**config.mk**
```make
export PLATFORM = sky130hd
export DESIGN_NAME = unified_mem_arbiter
export DESIGN_NICKNAME = d
export VERILOG_FILES = /design/src/rtl/unified_mem_arbiter.sv
export SDC_FILE = /design/constraint.sdc
export NUM_CORES = 1
export LEC_CHECK = 0
export CORE_AREA = 4 4 152 154
export DETAILED_ROUTE_END_ITERATION = 7
export DIE_AREA = 0 0 156 158
export PLACE_DENSITY = 0.84
export SLEW_MARGIN = 0
export SYNTH_ARGS = -nofsm -noshare
export SYNTH_HDL_FRONTEND = slang
export SYNTH_SLANG_ARGS = --single-unit
```
**constraint.sdc**
```tcl
create_clock -name clk -period 5.1 [get_ports clk]
set_input_delay 1.02 -clock clk [delete_from_list [all_inputs] [get_ports clk]]
set_output_delay 1.02 -clock clk [all_outputs]
set_load 0.03 [all_outputs]
```
**src/rtl/unified_mem_arbiter.sv**
```systemverilog
// unified_mem_arbiter
// Lets the instruction-fetch port and the data read/write ports share one
// single-port, synchronous-read 32-bit memory. Data reads are never stalled.
// Writes are posted through a 2-entry buffer. Reads that hit the buffer get the
// buffered bytes merged in. Fetch only gets the port when nothing else wants it.
//
// Ports:
//   clk, reset_n               clock, asynchronous active-low reset
//   if_req/if_addr             fetch request (held until if_valid) and word address
//   if_data/if_valid/if_stall  fetched word, its valid strobe, stall to pipeline
//   d_rd_req/d_rd_addr         data read request and word address
//   d_rd_data                  read data, one cycle after the request; held otherwise
//   d_wr_strobe/addr/data      byte enables (nonzero = write), word address, data
//   mem_en/we/addr/wdata       memory port controls
//   mem_rdata                  memory read data, one cycle after a read enable
//   wb_overflow                sticky flag: a write was dropped
//   stall_count                saturating count of cycles with if_stall=1
module unified_mem_arbiter #(
    parameter int ADDR_W = 16
) (
    input  logic              clk,
    input  logic              reset_n,
    input  logic              if_req,
    input  logic [ADDR_W-1:0] if_addr,
    output logic [31:0]       if_data,
    output logic              if_valid,
    output logic              if_stall,
    input  logic              d_rd_req,
    input  logic [ADDR_W-1:0] d_rd_addr,
    output logic [31:0]       d_rd_data,
    input  logic [3:0]        d_wr_strobe,
    input  logic [ADDR_W-1:0] d_wr_addr,
    input  logic [31:0]       d_wr_data,
    output logic              mem_en,
    output logic [3:0]        mem_we,
    output logic [ADDR_W-1:0] mem_addr,
    output logic [31:0]       mem_wdata,
    input  logic [31:0]       mem_rdata,
    output logic              wb_overflow,
    output logic [31:0]       stall_count
);

    // Write buffer. Entry 0 is always the oldest, so a drain shifts entry 1 down.
    logic [1:0]        wb_cnt;
    logic [ADDR_W-1:0] wb_addr [2];
    logic [3:0]        wb_strb [2];
    logic [31:0]       wb_data [2];
    logic [1:0]        wb_vld;

    logic        rd_go, wr_in, buf_ne, drain, direct, fetch_go;
    logic        enq_req, drop, enq, enq_slot;
    logic [1:0]  cnt_after_drain;
    logic [3:0]  fwd_mask_nx;
    logic [31:0] fwd_data_nx;

    logic        rd_pend, if_pend;
    logic [3:0]  fwd_mask;
    logic [31:0] fwd_data;
    logic [31:0] rd_hold, if_hold;
    logic [31:0] rd_merged;
    logic        overflow_q;
    logic [31:0] stall_cnt;

    assign wb_vld = {wb_cnt == 2'd2, wb_cnt != 2'd0};

    // Every grant is gated by reset_n so the port goes quiet the moment reset asserts.
    always_comb begin
        rd_go    = reset_n & d_rd_req;
        wr_in    = reset_n & (|d_wr_strobe);
        buf_ne   = wb_cnt != 2'd0;
        drain    = reset_n & ~d_rd_req & buf_ne;
        direct   = wr_in & ~buf_ne & ~d_rd_req;
        fetch_go = reset_n & if_req & ~d_rd_req & ~buf_ne & ~wr_in;
        enq_req  = wr_in & ~direct;
        // A full buffer can still accept a write if the oldest entry leaves this cycle.
        drop     = enq_req & (wb_cnt == 2'd2) & ~drain;
        enq      = enq_req & ~drop;
        cnt_after_drain = wb_cnt - {1'b0, drain};
        enq_slot = cnt_after_drain[0];
    end

    always_comb begin
        mem_en    = 1'b0;
        mem_we    = 4'h0;
        mem_addr  = '0;
        mem_wdata = '0;
        if (rd_go) begin
            mem_en   = 1'b1;
            mem_addr = d_rd_addr;
        end else if (drain) begin
            mem_en    = 1'b1;
            mem_we    = wb_strb[0];
            mem_addr  = wb_addr[0];
            mem_wdata = wb_data[0];
        end else if (direct) begin
            mem_en    = 1'b1;
            mem_we    = d_wr_strobe;
            mem_addr  = d_wr_addr;
            mem_wdata = d_wr_data;
        end else if (fetch_go) begin
            mem_en   = 1'b1;
            mem_addr = if_addr;
        end
    end

    // Forwarding compare against the buffer contents before this cycle's enqueue.
    // A write arriving with the read is therefore ordered after it. The loop runs
    // oldest first, so a newer entry's bytes override an older one's.
    always_comb begin
        fwd_mask_nx = 4'h0;
        fwd_data_nx = '0;
        for (int i = 0; i < 2; i++) begin
            if (wb_vld[i] && wb_addr[i] == d_rd_addr) begin
                for (int b = 0; b < 4; b++) begin
                    if (wb_strb[i][b]) begin
                        fwd_mask_nx[b]         = 1'b1;
                        fwd_data_nx[8*b +: 8]  = wb_data[i][8*b +: 8];
                    end
                end
            end
        end
    end

    always_comb begin
        rd_merged = mem_rdata;
        for (int b = 0; b < 4; b++) begin
            if (fwd_mask[b]) rd_merged[8*b +: 8] = fwd_data[8*b +: 8];
        end
    end

    assign d_rd_data   = rd_pend ? rd_merged : rd_hold;
    assign if_valid    = if_pend;
    assign if_data     = if_pend ? mem_rdata : if_hold;
    assign if_stall    = ~reset_n | (if_req & ~if_pend);
    assign wb_overflow = overflow_q;
    assign stall_count = stall_cnt;

    always_ff @(posedge clk or negedge reset_n) begin
        if (!reset_n) begin
            wb_cnt <= 2'd0;
            for (int i = 0; i < 2; i++) begin
                wb_addr[i] <= '0;
                wb_strb[i] <= 4'h0;
                wb_data[i] <= '0;
            end
        end else begin
            if (drain) begin
                wb_addr[0] <= wb_addr[1];
                wb_strb[0] <= wb_strb[1];
                wb_data[0] <= wb_data[1];
            end
            if (enq) begin
                wb_addr[enq_slot] <= d_wr_addr;
                wb_strb[enq_slot] <= d_wr_strobe;
                wb_data[enq_slot] <= d_wr_data;
            end
            wb_cnt <= cnt_after_drain + {1'b0, enq};
        end
    end

    always_ff @(posedge clk or negedge reset_n) begin
        if (!reset_n) begin
            rd_pend    <= 1'b0;
            if_pend    <= 1'b0;
            fwd_mask   <= 4'h0;
            fwd_data   <= '0;
            rd_hold    <= '0;
            if_hold    <= '0;
            overflow_q <= 1'b0;
            stall_cnt  <= '0;
        end else begin
            rd_pend  <= rd_go;
            if_pend  <= fetch_go;
            fwd_mask <= fwd_mask_nx;
            fwd_data <= fwd_data_nx;
            if (rd_pend) rd_hold <= rd_merged;
            if (if_pend) if_hold <= mem_rdata;
            if (drop) overflow_q <= 1'b1;
            if (if_req && !if_pend && stall_cnt != 32'hFFFF_FFFF)
                stall_cnt <= stall_cnt + 32'd1;
        end
    end

endmodule

```
* Word-level counts from Yosys, hierarchy flattened
Index checks and enable logic that the tools add are counted.
Storage, ports and cells: flip-flop bits (word level) 241, logic and storage cells 112
Cells by class: add/subtract/negate cells 3, order comparisons 2, equal/unequal tests 4, multiplexer cells 55, bitwise operators 25, reduce and logical (&&, ||, !) cells 8
Operators by type and width (count):
- $mux W32 | 10
- $mux W8 | 13
- $mux W16 | 6
- $bwmux W64 | 1
- $mux W64 | 1
- $add A32 B1 Y32 const B | 1
- $bwmux W32 | 1
- $demux W32 S1 | 1
- $eq A16 B16 Y1 | 2
- $ne A32 B32 Y1 const B | 1
- $mux W4 | 7
- $demux W16 S1 | 1
- $and A1 B1 Y1 | 15
- $mux W1 | 12
- $bwmux W8 | 1
- $not A1 Y1 | 8
- $logic_and A1 B1 Y1 | 5
- $demux W4 S1 | 1
- $reduce_or A4 Y1 | 1
- $add A2 B1 Y2 | 1
- $eq A2 B2 Y1 const B | 1
- $ge A2 B2 Y1 const B | 1
- $lt A2 B1 Y1 const B | 1
- $not A1 Y2 | 1
- other kinds (4) | 4

* Longest topological paths before layout
Gate-level depths: netlist (run 1).
depth after elaboration 11, depth in mapped cells 13, gate-level depth less buffers 8

* Worst setup path before layout (run 1)
OpenSTA, ideal clock, no wires.
path type input to output, start point in d_wr_strobe[0], end point out mem_addr[0], arrival 2686 ps, setup slack 1394 ps, stages on the path 4, cells stage by stage or4_4 > nor3_4 > a221oi_1 > o21ai_0
Between the ends: longest elaborated chain between the ends 8, elaborated cells between the ends (all ways) 10
RTL lines:
- start, declared | line 31 | input logic [3:0] d_wr_strobe,
- $reduce_or A4 Y1 (*) | line 69 | wr_in = reset_n & (|d_wr_strobe);
- $and A1 B1 Y1 (*) | line 69
- $not A1 Y1 | line 73 | fetch_go = reset_n & if_req & ~d_rd_req & ~buf_ne & ~wr_in;
- $and A1 B1 Y1 | line 73
- $mux W16 | line 100 | end else if (fetch_go) begin
- $mux W16 (*) | line 95 | end else if (direct) begin
- $mux W16 (*) | line 90 | end else if (drain) begin
- $mux W16 (*) | line 87 | if (rd_go) begin
- end, declared | line 36 | output logic [ADDR_W-1:0] mem_addr,
Mark *: on every way between the ends. The rest lies on a longest branch, timed or not.

* Worst setup path after layout (run 1)
start point in d_wr_strobe[1], end point out mem_addr[11]
The elaborated chain is that of the path after synthesis.

==> flow_metrics.env, run 1 <==
export IMPL_use_met2_pct=41.0
export IMPL_crit_chain="clkdlybuf4s50_1, or4_4, nand2_1, nor3_4, buf_4, a221oi_1, o21ai_1, buf_4"
export IMPL_synth_distinct_cells=43
export IMPL_clock_skew_ns=0.0259
export IMPL_fillCellCount=1562
export IMPL_rsz0062_at_grt="no"
export IMPL_clockPowerShare_pct=26.3
export IMPL_synth_cells=1034
export IMPL_yosys_area_top_type="dfrtp_1"
export IMPL_synth_cell_area_um2=11500
export IMPL_use_met3_pct=5.11
export IMPL_relSlewSlack_pct=25.8
export IMPL_vias=9049
export IMPL_drtIter0Drc=530
export IMPL_fin_crit_ns=4.34
export IMPL_crit_arrival_ns=3.32
export IMPL_cts_buffers_inserted=26
export IMPL_multi_input_area_um2=5170
export IMPL_path_common_cell="buf_4"
export IMPL_tightest_slew_ns=1.11
export IMPL_p_leak_nw=6.44
export IMPL_yosys_warnings=0
export IMPL_syn_num_nets=1157
export IMPL_grt_max_degree=105
export IMPL_grt_ovfl_total=0
export IMPL_power_share_switching_pct=35.4
export IMPL_fin_ws_ns=0.762
export IMPL_viasPerCell=5.71
export IMPL_ant_nets=0
export IMPL_cts_hold_buf=0
export IMPL_combPwrFrac_pct=33.4
export IMPL_timing_fmax_mhz=231
export IMPL_power_w=0.00731
export IMPL_drtPass1Iterations=6
export IMPL_critPathCaptureType="output port"
export IMPL_detailedPlace_worstSlack_ns=0.425
export IMPL_status="finished clean"
export IMPL_top_usage_layer="met2"
export IMPL_seq_area_frac_synth_pct=52.3
export IMPL_avgSynthCellArea_um2=11.2
export IMPL_setup_viol=0
export IMPL_p_switching_w=0.00259
export IMPL_start_kind="input port"
export IMPL_ios=272
export IMPL_gr_usage_met1_pct=33.6
export IMPL_synth_top_cells_by_count="dfrtp_1, nand2_1, mux2_2"
export IMPL_cp_required_ns=4.08
export IMPL_drc=0
export IMPL_p_int_w=0.00472
export IMPL_grt_usage_pct=25.1
export IMPL_finalHoldViolCount=0
export IMPL_dp_hpwl_mm=22.2
export IMPL_ys_async_sr_fraction_pct=100
export IMPL_dieArea_um2=24600
export IMPL_regArea_um2=6030
export IMPL_cts_setup_buffers=0
export IMPL_synthTopCellsByArea="dfrtp_1, mux2_2, mux2i_1"
export IMPL_yosys_area_top_type_share_pct=52.3
export IMPL_max_cap_viol_count=0
export IMPL_grt_pass1_vias=9261
export IMPL_power_frac_seq_pct=40.3
export IMPL_grt_first_pass_wirelength_mm=49.7
export IMPL_crit_slowest_cell="nor3_4"
export IMPL_cts_tree="done"
export IMPL_synth_edf_count=0
export IMPL_antenna_found_initial=2
export IMPL_stdcell_count=1586
export IMPL_slew_violations=0
export IMPL_clock_latency_ns=0.53
export IMPL_peakVddDrop_uv=311
export IMPL_max_stage_delay_ns=0.73
export IMPL_min_period_over_period_pct=85.1
export IMPL_port_buffers=271
export IMPL_hp_class="in2async"
export IMPL_initial_utilization_pct=53.2
export IMPL_htreeDepth=1
export IMPL_synth_flop_cell="dfrtp_1"
export IMPL_dieHeight_um=158
export IMPL_final_nets=1410
export IMPL_clk_path_buf_depth=3
export IMPL_ys_ff_latch=241
export IMPL_fin_tns_setup_ns=0
export IMPL_die_width_um=156
export IMPL_drive_gt1_share_pct=19.0
export IMPL_fp_row_count=54
export IMPL_gp_congestion=0.872
export IMPL_placedCellCount=1539
export IMPL_core_um2=21700
export IMPL_clk_pin_slew_ns=0.06
export IMPL_powerDensity_nw_per_um2=479
export IMPL_area_delta_synth_final_pct=32.1
export IMPL_cts_resized=0
export IMPL_wl_per_cell_um=20.1
export IMPL_critPathKind="in2out"
export IMPL_worst_path_max_fanout=15
export IMPL_clock_sinks=241
export IMPL_routed_wl_mm=31.9
export IMPL_cts_root_buf="clkbuf_16"
export IMPL_synth_most_common_cell="dfrtp_1"
power by group through the flow:
stage	combinational, W	sequential [W]	clock [W]
floorplan	0.00166	0.00282	0
global placement	0.00237	0.00294	0
detailed placement	0.00244	0.00296	0
CTS	0.00246	0.00294	0.00196
global route	0.00264	0.00301	0.00204
finish	0.00244	0.00294	0.00192
path summary, 6_finish.rpt:
kind,depth (start not counted),from,slack (ns),to
worst max-delay path,8,d_wr_strobe[1],0.76,mem_addr[11]
worst min-delay path,1,reset_n,0.33,async pin
worst max register to register,6,wb_cnt[1],1.97,wb_addr[19]
worst min register to register,1,wb_overflow,0.49,wb_overflow
max in group asynchronous,2,reset_n,3.46,async pin
min in group clk,1,wb_overflow,0.49,wb_overflow
cell type report:
type / count / share of cell area [%]
Tap cell: 280 / 2.30
Inverter: 8 / 0.213
Antenna cell: 1 / 0.0164
Sequential cell: 241 / 39.6
Clock buffer: 36 / 4.91
Clock inverter: 10 / 0.911
Multi-Input combinational cell: 718 / 33.9
Timing Repair Buffer: 292 / 18.1
stage by stage:
stage | area (um2) | util (%) | hold slack [ns]
final | 15200 | 70.3 | 0.331
after global placement | 14300 | 66.1 | 0.479
after global routing | 15200 | 70.3 | 0.333
after CTS | 15200 | 70.2 | 0.320
after floorplan | 11500 | - | 0.499
after detailed placement | 14300 | 66.1 | 0.482
worst max-delay path: cells and delay by family:
| family | cells | cell delay (ns) |
|---|---|---|
| AO/OA/AOI/OAI | 2 | 0.24 |
| buffers and inverters | 3 | 1.01 |
| AND/OR/NAND/NOR | 3 | 1.04 |
layout by cell type (no fill, tap or decap), types with 2 or more instances in the layout:
cell type,count
ha_1,2
clkbuf_8,6
nor2_1,54
nand2_1,122
xnor2_1,47
and2_1,4
dfrtp_2,2
dfrtp_1,239
a221oi_1,16
nor3_4,2
nand4_1,20
inv_1,7
o21ai_0,49
a22o_1,32
a31oi_1,2
mux2i_1,84
nand2b_1,3
nor4_1,6
clkinv_2,5
bufinv_16,3
and3_1,8
mux2_2,117
buf_4,69
and4_1,2
nand3_1,19
o21ai_1,23
clkbuf_1,4
clkbuf_16,26
xor2_1,19
nor4_4,2
nor3_1,33
a21oi_1,36
clkdlybuf4s50_1,221
nand3_2,4
routing by layer:
metal	vias up	part of all wire [%]	routed length, um
met2	377	48	15400
met4	2	2.8	878
li1	4172	-	-
met5	-	0.038	12
met1	4429	41	13200
met3	69	7.6	2420
cell families (layout without fill, tap and decap cells):
family / after synthesis / after routing / share of synthesized area, %
adders and majority gates: 3 / 3 / 0.325
buffers and inverters: 75 / 346 / 3.08
and+or+nand+nor: 287 / 287 / 11.9
other: 0 / 1 / 0
AOI/OAI and AO/OA: 161 / 161 / 8.71
muxes: 201 / 201 / 18.7
xor gates and xnor gates: 66 / 66 / 5.01
DFF: 241 / 241 / 52.3
(Power assumes the default switching activity.)
==> run 2, diff against run 1 <==
--- a/config.mk
+++ b/config.mk
@@ -8,7 +8,7 @@
 export CORE_AREA = 4 4 152 154
 export DETAILED_ROUTE_END_ITERATION = 7
 export DIE_AREA = 0 0 156 158
-export PLACE_DENSITY = 0.84
+export PLACE_DENSITY_LB_ADDON = 0.1
 export SLEW_MARGIN = 0
 export SYNTH_ARGS = -nofsm -noshare
 export SYNTH_HDL_FRONTEND = slang
==> flow_metrics.env, run 2 (synthesis gave the netlist of run 1 again) <==
export IMPL_finalHoldViolCount=0
export IMPL_cts_setup_buffers=0
export IMPL_fp_row_count=54
export IMPL_htreeDepth=1
export IMPL_p_leak_nw=6.39
export IMPL_path_buf_inv=2
export IMPL_crit_chain="clkdlybuf4s50_1, or4_4, nor3_4, a221oi_1, o21ai_0, buf_4"
export IMPL_ios=272
export IMPL_final_cell_mix="dfrtp_1, clkdlybuf4s50_1, nand2_1"
export IMPL_fin_crit_ns=4.39
export IMPL_peakVddDrop_uv=350
export IMPL_initial_utilization_pct=53.2
export IMPL_timing_fmax_mhz=228
export IMPL_worst_path_max_fanout=18
export IMPL_powerDensity_nw_per_um2=476
export IMPL_grt_pass1_vias=8948
export IMPL_status="finished clean"
export IMPL_dieArea_um2=24600
export IMPL_clk_pin_slew_ns=0.06
export IMPL_drtIter0Drc=421
export IMPL_clock_latency_ns=0.52
export IMPL_cp_required_ns=4.08
export IMPL_routed_wl_mm=30.5
export IMPL_clk_path_buf_depth=3
export IMPL_critPathKind="in2out"
export IMPL_fin_util_pct=70.0
export IMPL_clock_sinks=241
export IMPL_hp_class="in2async"
export IMPL_layout_commonest_cell="dfrtp_1"
export IMPL_relSlewSlack_pct=24.2
export IMPL_antenna_found_initial=0
export IMPL_dp_hpwl_mm=21.3
export IMPL_port_buffers=271
export IMPL_die_width_um=156
export IMPL_fin_tns_setup_ns=0
export IMPL_drtPass1Iterations=5
export IMPL_max_stage_delay_ns=0.65
export IMPL_drive_gt1_share_pct=18.4
export IMPL_tightest_slew_ns=1.13
export IMPL_cts_resized=0
export IMPL_min_period_over_period_pct=86.0
export IMPL_fillCellCount=1630
export IMPL_multi_input_area_um2=5160
export IMPL_setup_viol=0
export IMPL_drc=0
export IMPL_grt_max_degree=75
export IMPL_wl_per_cell_um=19.3
export IMPL_grt_usage_pct=24.3
export IMPL_cts_hold_buf=0
export IMPL_area_delta_synth_final_pct=31.6
export IMPL_crit_arrival_ns=3.37
export IMPL_final_nets=1403
export IMPL_clock_skew_ns=0.0121
export IMPL_crit_slowest_cell="nor3_4"
export IMPL_cts_root_buf="clkbuf_16"
export IMPL_grt_ovfl_total=0
export IMPL_dieHeight_um=158
export IMPL_ant_nets=0
export IMPL_rsz0062_at_grt="no"
export IMPL_cts_tree="done"
export IMPL_antenna_cells=0
export IMPL_start_kind="input port"
export IMPL_vias=8837
export IMPL_core_um2=21700
export IMPL_viasPerCell=5.61
export IMPL_gp_congestion=0.861
export IMPL_cp_top_family="simple AND/OR/NAND/NOR gates"
export IMPL_critPathCaptureType="output port"
export IMPL_cts_buffers_inserted=27
export IMPL_grt_first_pass_wirelength_mm=48.4
export IMPL_max_cap_viol_count=0
export IMPL_slew_violations=0
export IMPL_regArea_um2=6030
-- run 2: path summary, 6_finish.rpt --
path	from	to	slack, ns	cells past startpoint
max	d_wr_strobe[0]	mem_addr[5]	0.71	6
min	reset_n	stall_count[19]	0.38	1
max reg2reg	wb_cnt[1]	flop	2.08	8
min reg2reg	if_hold[15]	if_hold[15]	0.49	1
max in group asynchronous	reset_n	rd_hold[3]	2.67	3
min in group clk	if_hold[15]	if_hold[15]	0.49	1
-- run 2: stage by stage --
| step | instances | setup WS, ns | total power, W | area, um2 | hold WS, ns |
|---|---|---|---|---|---|
| floorplan | 1034 | 1.39 | 0.00448 | 11500 | 0.499 |
| global placement | 1531 | 0.797 | 0.00534 | 14300 | 0.479 |
| detailed placement | 1531 | 0.755 | 0.00541 | 14300 | 0.484 |
| CTS | 1576 | 0.741 | 0.00728 | 15200 | 0.385 |
| global route | 1576 | 0.592 | 0.00764 | 15200 | 0.392 |
| finish | 1576 | 0.713 | 0.00723 | 15200 | 0.384 |
-- run 2: cell type report --
class | instances | share of cell area, %
tap | 280 | 2.31
multi-input combinational | 718 | 34.0
clock buffer | 42 | 5.55
clock inverter | 3 | 0.0989
timing repair buffer | 284 | 18.1
sequential | 241 | 39.7
inverter | 8 | 0.214
-- run 2: worst reg2reg max path, stage by stage, from the launching register on --
cell and delay [ns]:
dfrtp_1 0.46, or2_0 0.42, nand2b_1 0.19, inv_4 0.33, ha_1 0.35, inv_1 0.08, ha_2 0.35, buf_12 0.32
mux2_2 0.40
-- run 2: power breakdown --
part,switching [W],total [W],internal (W)
clock network,0.000738,0.00186,0.00112
registers,0.000508,0.00295,0.00244
logic,0.00131,0.00242,0.00111
total,0.00256,0.00723,0.00467
-- run 2: per-layer routing --
| layer | wire length (um) | GRT usage [%] |
|---|---|---|
| met1 | 13800 | 34.9 |
| met2 | 14000 | 38.6 |
| met3 | 2030 | 4.40 |
| met4 | 675 | 6.00 |
| met5 | 0 | 0 |
==> run 3, diff against run 2 <==
--- a/config.mk
+++ b/config.mk
@@ -5,9 +5,10 @@
 export SDC_FILE = /design/constraint.sdc
 export NUM_CORES = 1
 export LEC_CHECK = 0
-export CORE_AREA = 4 4 152 154
+export CORE_AREA = 4 4 139 141
 export DETAILED_ROUTE_END_ITERATION = 7
-export DIE_AREA = 0 0 156 158
+export DIE_AREA = 0 0 143 145
+export DONT_BUFFER_PORTS = 1
 export PLACE_DENSITY_LB_ADDON = 0.1
 export SLEW_MARGIN = 0
 export SYNTH_ARGS = -nofsm -noshare
==> flow_metrics.env, run 3 (synthesis gave the netlist of run 1 again) <==
export IMPL_status="finished clean"
export IMPL_grt_ovfl_total=0
export IMPL_met1Wirelength_mm=11.5
export IMPL_tightest_slew_ns=1.11
export IMPL_path_buf_inv=3
export IMPL_clockPowerShare_pct=28.2
export IMPL_area_delta_synth_final_pct=8.79
export IMPL_cts_resized=0
export IMPL_timing_fmax_mhz=232
export IMPL_power_share_switching_pct=35.6
export IMPL_vias=7843
export IMPL_crit_chain="nand2b_1, nand2b_1, buf_4, inv_4, buf_12, a22o_1"
export IMPL_max_cap_viol_count=0
export IMPL_p_int_w=0.00438
export IMPL_drc=0
export IMPL_ant_nets=0
export IMPL_powerDensity_nw_per_um2=542
export IMPL_clock_skew_ns=0.0115
export IMPL_clock_sinks=241
export IMPL_ios=272
export IMPL_fin_area_um2=12500
export IMPL_rrSetupSlack_ns=1.56
export IMPL_gp_congestion=0.842
export IMPL_worst_path_max_fanout=246
export IMPL_crit_slowest_cell="inv_4"
export IMPL_cts_root_buf="clkbuf_16"
export IMPL_path_common_cell="nand2b_1"
export IMPL_clock_latency_ns=0.52
export IMPL_core_um2=18000
export IMPL_placed_area_um2=11700
export IMPL_reg2reg_depth=10
export IMPL_fin_tns_setup_ns=0
export IMPL_crit_arrival_ns=3.28
export IMPL_initial_utilization_pct=64.2
export IMPL_routed_wl_mm=27.3
export IMPL_dp_hpwl_mm=18.1
export IMPL_min_period_over_period_pct=84.4
export IMPL_cp_depth=6
export IMPL_cts_buffers_inserted=26
export IMPL_grt_usage_pct=25.5
export IMPL_drtIter0Drc=512
export IMPL_dieArea_um2=20700
export IMPL_top_layer="met5"
export IMPL_fp_row_count=49
export IMPL_clk_path_buf_depth=3
export IMPL_hp_class="in2async"
export IMPL_cts_setup_buffers=0
export IMPL_wl_met3_mm=2.69
export IMPL_cts_tree="done"
export IMPL_cts_hold_buf=0
export IMPL_fin_crit_ns=4.30
export IMPL_p_switching_w=0.00242
export IMPL_clk_pin_slew_ns=0.06
export IMPL_slew_violations=0
export IMPL_relSlewSlack_pct=25.9
export IMPL_power_frac_seq_pct=44.2
export IMPL_grt_first_pass_wirelength_mm=43.1
export IMPL_port_buffers=0
export IMPL_grt_max_degree=247
export IMPL_start_kind="input port"
export IMPL_crit_path_end="mem_wdata[4]"
export IMPL_critPathKind="in2out"
export IMPL_wl_per_cell_um=21.7
export IMPL_drive_gt1_share_pct=18.9
export IMPL_die_width_um=143
export IMPL_setup_viol=0
export IMPL_fillCellCount=1345
export IMPL_peakVddDrop_uv=349
export IMPL_final_cell_mix="dfrtp_1, nand2_1, mux2_2"
export IMPL_layout_commonest_cell="dfrtp_1"
export IMPL_final_nets=1134
export IMPL_antenna_found_initial=1
export IMPL_crit_start="reset_n"
export IMPL_cp_top_family="buffers and inverters"
export IMPL_max_stage_delay_ns=0.53
export IMPL_wl_met2_mm=12.7
export IMPL_grt_pass1_vias=7700
export IMPL_dieHeight_um=145
export IMPL_viasPerCell=6.23
export IMPL_critPathCaptureType="output port"
export IMPL_finalHoldViolCount=0
export IMPL_htreeDepth=1
export IMPL_p_leak_nw=5.32
export IMPL_cp_required_ns=4.08
export IMPL_rsz0062_at_grt="no"
export IMPL_antenna_cells=0
export IMPL_drtPass1Iterations=5
export IMPL_r2r_start="wb_cnt[1]"
export IMPL_fin_hold_ws_ns=0.198
export IMPL_combPwrFrac_pct=27.7
-- run 3: changes by cell type in the layout (fill, tap and decap cells not counted), moves of 2 or more --
cell             change
clkbuf_8             -7
bufinv_16            +3
buf_12               -2
buf_4               -44
clkinv_2             +6
clkdlybuf4s50_1    -221
-- run 3: worst register-to-register path, cell delays in order (launching register included) --
cell and delay (ns):
dfrtp_1 0.44, or2_0 0.40, nand2b_1 0.09, buf_4 0.21, inv_4 0.53, buf_12 0.39
ha_1 0.31, inv_1 0.07, ha_2 0.17, buf_4 0.40, mux2_2 0.42
-- run 3: worst min path at each step --
| stage | depth (start not counted) | startpoint | slack (ns) | endpoint |
|---|---|---|---|---|
| after global routing | 0 | reset_n | 0.18 | stall_count[19] |
| after CTS | 0 | reset_n | 0.19 | stall_count[13] |
| after detailed placement | 1 | flop | 0.52 | flop |
| after floorplan | 1 | flop | 0.50 | fwd_data[0] |
| final | 0 | reset_n | 0.20 | stall_count[12] |
| after global placement | 1 | flop | 0.52 | flop |
-- run 3: layer usage --
metal	track usage, %	vias up
met1	36.5	3867
li1	-	3613
met2	40.3	327
met3	6.52	34
met5	0	-
met4	4.42	2
-- run 3: stage by stage --
stage | cells | power [W] | util, % | setup WS (ns)
floorplan | 1034 | 0.00448 | - | 1.39
global placement | 1212 | 0.00485 | 64.9 | 1.05
detailed placement | 1212 | 0.00492 | 64.9 | 0.983
CTS | 1259 | 0.00684 | 69.9 | 1.06
global route | 1259 | 0.00719 | 69.9 | 0.832
finish | 1259 | 0.00680 | 69.9 | 0.797
-- run 3: power by group through the flow --
stage,Sequential [W],Combinational [W],Clock (W)
after detailed placement,0.00303,0.00189,0
after floorplan,0.00282,0.00166,0
final,0.00300,0.00188,0.00192
after global placement,0.00301,0.00184,0
after global routing,0.00308,0.00207,0.00204
after CTS,0.00300,0.00189,0.00195
-- run 3: final cells by class --
class                           count  area (um2)  area share, %
Clock buffer                       34         742           5.91
Clock inverter                     13         144           1.15
Inverter                            8        32.5          0.259
Multi-Input combinational cell    718        5160           41.2
Sequential cell                   241        6030           48.1
Tap cell                          229         287           2.28
Timing Repair Buffer               16         145           1.16
